**src/rtl/pe_pkg.sv**
```systemverilog
// Shared types, default widths and the overflow-aware adder used by the PE.
package pe_pkg;

    localparam int unsigned DefAW = 8;
    localparam int unsigned DefWW = 8;
    localparam int unsigned DefPW = 24;
    // Internal arithmetic width. A width of P_W <= 62 keeps a + b free of 64-bit overflow.
    localparam int unsigned MaxW  = 64;

    typedef enum logic [1:0] {
        StIdle    = 2'd0,
        StWs      = 2'd1,
        StOsAcc   = 2'd2,
        StOsDrain = 2'd3
    } pe_state_e;

    // True when a + b does not fit in a signed pw-bit result.
    function automatic logic add_ovf(input logic signed [MaxW-1:0] a,
                                     input logic signed [MaxW-1:0] b,
                                     input int unsigned            pw);
        logic signed [MaxW-1:0] full;
        logic signed [MaxW-1:0] one;
        logic signed [MaxW-1:0] hi;
        one  = {{(MaxW-1){1'b0}}, 1'b1};
        full = a + b;
        hi   = (one <<< (pw - 1)) - one;
        return (full > hi) || (full < ~hi);
    endfunction

    // a + b reduced to pw bits, sign-extended back to MaxW: clamped or wrapped on overflow.
    function automatic logic signed [MaxW-1:0] add_sum(input logic signed [MaxW-1:0] a,
                                                       input logic signed [MaxW-1:0] b,
                                                       input int unsigned            pw,
                                                       input logic                   sat_en);
        logic signed [MaxW-1:0] full;
        logic signed [MaxW-1:0] one;
        logic signed [MaxW-1:0] hi;
        logic signed [MaxW-1:0] lo;
        logic signed [MaxW-1:0] wrapped;
        one     = {{(MaxW-1){1'b0}}, 1'b1};
        full    = a + b;
        hi      = (one <<< (pw - 1)) - one;
        lo      = ~hi;
        wrapped = (full <<< (MaxW - pw)) >>> (MaxW - pw);
        if (full > hi) begin
            return sat_en ? hi : wrapped;
        end else if (full < lo) begin
            return sat_en ? lo : wrapped;
        end
        return full;
    endfunction

endpackage

```
**src/rtl/pe_wbuf.sv**
```systemverilog
// Double-buffered weight: shadow is loaded in the background, swap copies it to active.
module pe_wbuf
    import pe_pkg::*;
#(
    parameter int unsigned W_W = DefWW
) (
    input  logic                  clk_i,
    input  logic                  rst_ni,
    input  logic                  clr_i,
    input  logic                  load_i,
    input  logic                  swap_i,
    input  logic signed [W_W-1:0] w_i,
    output logic signed [W_W-1:0] w_act_o
);

    logic signed [W_W-1:0] w_shd_d, w_shd_q;
    logic signed [W_W-1:0] w_act_d, w_act_q;

    // Clear beats load/swap; swap always takes the pre-edge shadow, even when loading.
    always_comb begin
        w_shd_d = w_shd_q;
        w_act_d = w_act_q;
        if (clr_i) begin
            w_shd_d = '0;
            w_act_d = '0;
        end else begin
            if (load_i) w_shd_d = w_i;
            if (swap_i) w_act_d = w_shd_q;
        end
    end

    // Weight registers with synchronous active-low reset.
    always_ff @(posedge clk_i) begin
        if (!rst_ni) begin
            w_shd_q <= '0;
            w_act_q <= '0;
        end else begin
            w_shd_q <= w_shd_d;
            w_act_q <= w_act_d;
        end
    end

    assign w_act_o = w_act_q;

endmodule

```
**src/rtl/pe_dbw.sv**
```systemverilog
// Systolic PE: weight-stationary MAC or output-stationary accumulate with daisy-chained drain.
module pe_dbw
    import pe_pkg::*;
#(
    parameter int unsigned A_W    = DefAW,
    parameter int unsigned W_W    = DefWW,
    parameter int unsigned P_W    = DefPW,
    parameter bit          SAT_EN = 1'b1
) (
    input  logic                  CLK,
    input  logic                  RSTN,
    input  logic                  CLR_DP,
    input  logic                  CLR_W,
    input  logic                  W_LOAD,
    input  logic signed [W_W-1:0] W_IN,
    input  logic                  W_SWAP,
    input  logic                  MODE,
    input  logic                  DRAIN,
    input  logic                  ENLeft,
    output logic                  ENRight,
    input  logic                  ENTop,
    output logic                  ENDown,
    input  logic signed [A_W-1:0] A_IN,
    output logic signed [A_W-1:0] A_OUT,
    input  logic signed [P_W-1:0] PSUM_IN,
    output logic signed [P_W-1:0] PSUM_OUT,
    output logic                  OVF
);

    logic signed [W_W-1:0] w_act;
    logic signed [MaxW-1:0] prod_x;
    logic signed [MaxW-1:0] psum_in_x;
    logic signed [MaxW-1:0] acc_x;

    pe_state_e state_d, state_q, state_eff;
    logic signed [A_W-1:0] a_out_d, a_out_q;
    logic signed [P_W-1:0] psum_d, psum_q;
    logic signed [P_W-1:0] acc_d, acc_q;
    logic en_right_d, en_right_q;
    logic en_down_d, en_down_q;
    logic ovf_d, ovf_q;
    logic en_any, en_mac;

    pe_wbuf #(
        .W_W (W_W)
    ) u_wbuf (
        .clk_i   (CLK),
        .rst_ni  (RSTN),
        .clr_i   (CLR_W),
        .load_i  (W_LOAD),
        .swap_i  (W_SWAP),
        .w_i     (W_IN),
        .w_act_o (w_act)
    );

    // Product is exact at MaxW bits; the adder narrows it to P_W.
    assign prod_x    = MaxW'(A_IN) * MaxW'(w_act);
    assign psum_in_x = MaxW'(PSUM_IN);
    assign acc_x     = MaxW'(acc_q);
    assign en_any    = ENLeft | ENTop;
    assign en_mac    = ENLeft & ENTop;

    // Next-state: forwarding, mode-dependent MAC/drain, then datapath clear on top.
    always_comb begin
        a_out_d    = a_out_q;
        psum_d     = psum_q;
        acc_d      = acc_q;
        en_right_d = en_right_q;
        en_down_d  = en_down_q;
        ovf_d      = ovf_q;

        // Leaving IDLE: the triggering cycle already runs under the new state's rules.
        state_eff = state_q;
        if (state_q == StIdle && en_any) begin
            state_eff = MODE ? StOsAcc : StWs;
        end
        state_d = state_eff;

        if (en_any) begin
            a_out_d    = A_IN;
            en_right_d = ENLeft;
            en_down_d  = ENTop;
        end

        unique case (state_eff)
            StIdle: begin
            end
            StWs: begin
                if (en_mac) begin
                    psum_d = P_W'(add_sum(prod_x, psum_in_x, P_W, SAT_EN));
                    ovf_d  = ovf_q | add_ovf(prod_x, psum_in_x, P_W);
                end
            end
            StOsAcc: begin
                // Drain start wins over a same-cycle MAC, which is dropped.
                if (DRAIN) begin
                    state_d = StOsDrain;
                    psum_d  = acc_q;
                end else if (en_mac) begin
                    acc_d = P_W'(add_sum(prod_x, acc_x, P_W, SAT_EN));
                    ovf_d = ovf_q | add_ovf(prod_x, acc_x, P_W);
                end
            end
            StOsDrain: begin
                // Drain is a column shift strobe and does not depend on the data enables.
                if (DRAIN) begin
                    psum_d = PSUM_IN;
                end else begin
                    acc_d   = '0;
                    state_d = StIdle;
                end
            end
            default: state_d = StIdle;
        endcase

        if (CLR_DP) begin
            a_out_d    = '0;
            psum_d     = '0;
            acc_d      = '0;
            en_right_d = 1'b0;
            en_down_d  = 1'b0;
            ovf_d      = 1'b0;
            state_d    = StIdle;
        end
    end

    // State and datapath registers with synchronous active-low reset.
    always_ff @(posedge CLK) begin
        if (!RSTN) begin
            state_q    <= StIdle;
            a_out_q    <= '0;
            psum_q     <= '0;
            acc_q      <= '0;
            en_right_q <= 1'b0;
            en_down_q  <= 1'b0;
            ovf_q      <= 1'b0;
        end else begin
            state_q    <= state_d;
            a_out_q    <= a_out_d;
            psum_q     <= psum_d;
            acc_q      <= acc_d;
            en_right_q <= en_right_d;
            en_down_q  <= en_down_d;
            ovf_q      <= ovf_d;
        end
    end

    assign A_OUT    = a_out_q;
    assign PSUM_OUT = psum_q;
    assign ENRight  = en_right_q;
    assign ENDown   = en_down_q;
    assign OVF      = ovf_q;

endmodule
```
**config.mk**
```make
export PLATFORM = sky130hd
export DESIGN_NAME = pe_dbw
export DESIGN_NICKNAME = d
export VERILOG_FILES = /design/src/rtl/pe_pkg.sv /design/src/rtl/pe_wbuf.sv /design/src/rtl/pe_dbw.sv
export SDC_FILE = /design/constraint.sdc
export NUM_CORES = 1
export LEC_CHECK = 0
export ABC_CLOCK_PERIOD_IN_PS = 9900
export CAP_MARGIN = 20
export CELL_PAD_IN_SITES_DETAIL_PLACEMENT = 0
export CELL_PAD_IN_SITES_GLOBAL_PLACEMENT = 1
export CORE_MARGIN = 3
export CORE_UTILIZATION = 25
export CTS_CLUSTER_SIZE = 10
export DETAILED_ROUTE_END_ITERATION = 12
export PLACE_DENSITY_LB_ADDON = 0.25
export SLEW_MARGIN = 20
export SYNTH_ARGS = -nofsm -noshare
export SYNTH_HDL_FRONTEND = slang
export SYNTH_SLANG_ARGS = --single-unit
```
**constraint.sdc**
```tcl
create_clock -name CLK -period 9.9 [get_ports CLK]
set_input_delay 1.98 -clock CLK [delete_from_list [all_inputs] [get_ports CLK]]
set_output_delay 1.98 -clock CLK [all_outputs]
set_load 0.02 [all_outputs]
```
==> metrics.txt <==
gpl congestion=0.812; Post-synth EDFFs=0; final-stage net count=1,237; Fmax=0.110 GHz; Worst EP required=10.18 ns; Power Dens Cells=90.1 nW/um^2; drt drc=0; crit-path max FO=22; Cells after DPL=1,473; Comb pwr share=22.2%; Switching Power=0.000275 W; Rows=65; sequential power share=36.6%; CTS tree=yes; Synth Area in Simple Gates=16.2%; total CTS buffers=9; core area=31,900 um^2; fraction of layout cells with a size suffix above 1=4.84%; largest net degree at the start of global routing=31; Synth Area in Adders=26.6%; IO Port Bufs=84; Chip Width=187 um; Worst EP arrival=9.36 ns; gr ovfl total=0; measured slew at the worst slew-check pin=1.05 ns; Tot Pwr=0.000886 W; Gates resized, CTS repair=0; final worst path period need=9.08 ns; clk_lat worst skew=0.36 ns; Netlist cell types=80; Clk pwr share=41.1%; switching share of power=31.0%; Seq. cell area=1540 um^2; outcome=finished, final reports clean; Post-Syn Area=8190 um^2; DRT iter0 DRCs=495; antenna violations before repair=0; root buffer cell=clkbuf_16; Synth top area share=18.8%; Yosys top cell by area=dfxtp_1; Rel. slew slack=29.9%; Hold Buf Count CTS=0; portion of netlist area occupied by mux cells=2.22%; post-CTS setup repair buffer count=0; number of vias per cell=4.81; htree depth=3; final WL=24,600 um; Starting Density=25.7%; #FFs+latches synth=77; Finished Layout Cells=1,489; ANT cells=0; Final HPWL DP=19,600 um; FILL cells=3,410; area of the multi-input gates=6090 um^2; post-DR wirelength/cell=16.5 um; Syn Nets=1,162; vias in the first global route=7,024; register area share after synthesis=18.8%; internal power=0.000611 W; synth top area cells=dfxtp_1, fa_1, ha_1; FFs w/ async S/R, synth=0%; Final Hold Slack=0.452 ns; die area=34,900 um^2; CTS sink cnt=77; Mapped Cells=974; Yosys warning count=0; Compound-Gate Fraction of Synth Area=23.8%; # Max-Cap Violations=0; Total GRT Usage=14.2%; clock skew=0.0119 ns; unrepaired setup endpoints after global routing=no; most frequent cell after synthesis=inv_1; Main synth FF type=dfxtp_1; Final period util=91.7%; Slew Viols, Final=0; Clock transition at path regs=0.07 ns; Longest Clk Path Bufs=2; Syn-to-layout area delta=20.2%; setup TNS=0 ns; WS Path Type=input pin to flop; Startpoint Class=input pin; io pins=85; top cells by count, synth=inv_1, a21oi_1, ha_1, dfxtp_1, nand2_1; die height=187 um; Synth Area in XOR/XNOR=5.55%; Detailed Routing Iterations Pass 1=7; global-route wire length before repair=39,900 um; Hold Vio Cnt, Final=0; worst vdd ir=0.0000620 V; CP endpoint kind=flop; Final ANT Viol Nets=0; largest family of logic cells by synthesized area=adder cells; Hold WC Path Type=flop to flop; Setup violations, final=0; leakage power=4.27 nW; Vias=7,168; Mean Syn Cell Area=8.40 um^2
-- metrics by stage --
stage	setup WS, ns	util (%)	area, um^2
after floorplan	1.27	-	8190
after global placement	0.567	29.9	9530
after detailed placement	0.485	29.9	9530
after CTS	0.849	30.9	9840
after global routing	0.333	30.9	9840
final	0.823	30.9	9840
-- path summary, 6_finish.rpt --
| kind | from | to | slack, ns | cells past startpoint |
|---|---|---|---|---|
| max reg2reg | u_wbuf.w_act_o[7] | PSUM_OUT[14] | 2.55 | 26 |
| max | A_IN[7] | PSUM_OUT[14] | 0.82 | 27 |
| min | A_OUT[4] | A_OUT[4] | 0.45 | 2 |
| min reg2reg | A_OUT[4] | A_OUT[4] | 0.45 | 2 |
-- cell type report --
| class | count | area share (%) |
|---|---|---|
| clock inverter | 5 | 0.598 |
| sequential | 77 | 15.7 |
| inverter | 112 | 4.27 |
| tap | 435 | 5.53 |
| timing repair buffer | 94 | 9.44 |
| multi-input combinational | 755 | 61.9 |
| clock buffer | 11 | 2.57 |
-- kinds of logic after synthesis --
kind of cell	after synthesis
AOI/OAI and AO/OA	286
xor gates and xnor gates	51
adders and majority gates	140
buffers and inverters	142
DFF	77
muxes	18
and+or+nand+nor	260
-- layout by cell type, fill, tap and decap left out, drive strengths merged, types with 16 or more instances in the layout --
| cell type | instances |
|---|---|
| inv | 112 |
| clkdlybuf4s50 | 84 |
| nand3 | 18 |
| nand2 | 69 |
| mux2i | 17 |
| nand2b | 18 |
| fa | 57 |
| xnor2 | 37 |
| a31oi | 16 |
| ha | 81 |
| a21o | 18 |
| o211ai | 25 |
| a21oi | 83 |
| dfxtp | 77 |
| o21ai | 56 |
| nor2 | 54 |
| and2 | 52 |
-- layer usage --
layer  share of wire [%]  up-vias  GRT usage (%)
met3                 3.7       24           1.95
met1                  50     3443           20.3
met5                   0        -              0
met4                 1.5        0           3.95
li1                    -     3578              -
met2                  45      123           22.5
-- sequential cells by signal, summed over array words and instances (netlist names) --
register,flops
A_OUT,8
ENDown,1
PSUM_OUT,24
u_wbuf.w_shd_q,8
state_q,2
ENRight,1
OVF,1
u_wbuf.w_act_o,8
acc_q,24
-- power by group through the flow --
stage / Clock (W) / Combinational [W] / Sequential (W)
after CTS: 0.000378 / 0.000198 / 0.000325
final: 0.000365 / 0.000197 / 0.000325
after global placement: 0 / 0.000197 / 0.000332
after floorplan: 0 / 0.000112 / 0.000339
after detailed placement: 0 / 0.000196 / 0.000332
after global routing: 0.000386 / 0.000217 / 0.000326
-- worst max-delay path, cell delays in order --
cell and delay (ns):
clkdlybuf4s50_1 0.56, and2_1 0.29, fa_1 0.62, inv_1 0.15
fa_1 0.55, inv_1 0.05, fa_1 0.52, inv_1 0.05
fa_1 0.52, inv_1 0.04, ha_1 0.33, and2_1 0.15
o21ai_0 0.12, o21ai_0 0.13, o41ai_1 0.45, xnor2_2 0.19
buf_12 0.19, ha_1 0.31, a21oi_1 0.17, o21ai_0 0.13
a221oi_1 0.42, nand2_1 0.15, or2_4 0.29, a22oi_4 0.33
buf_4 0.23, o21ai_0 0.17, a31oi_1 0.21
Note: power is estimated with default switching activity, not from simulation.
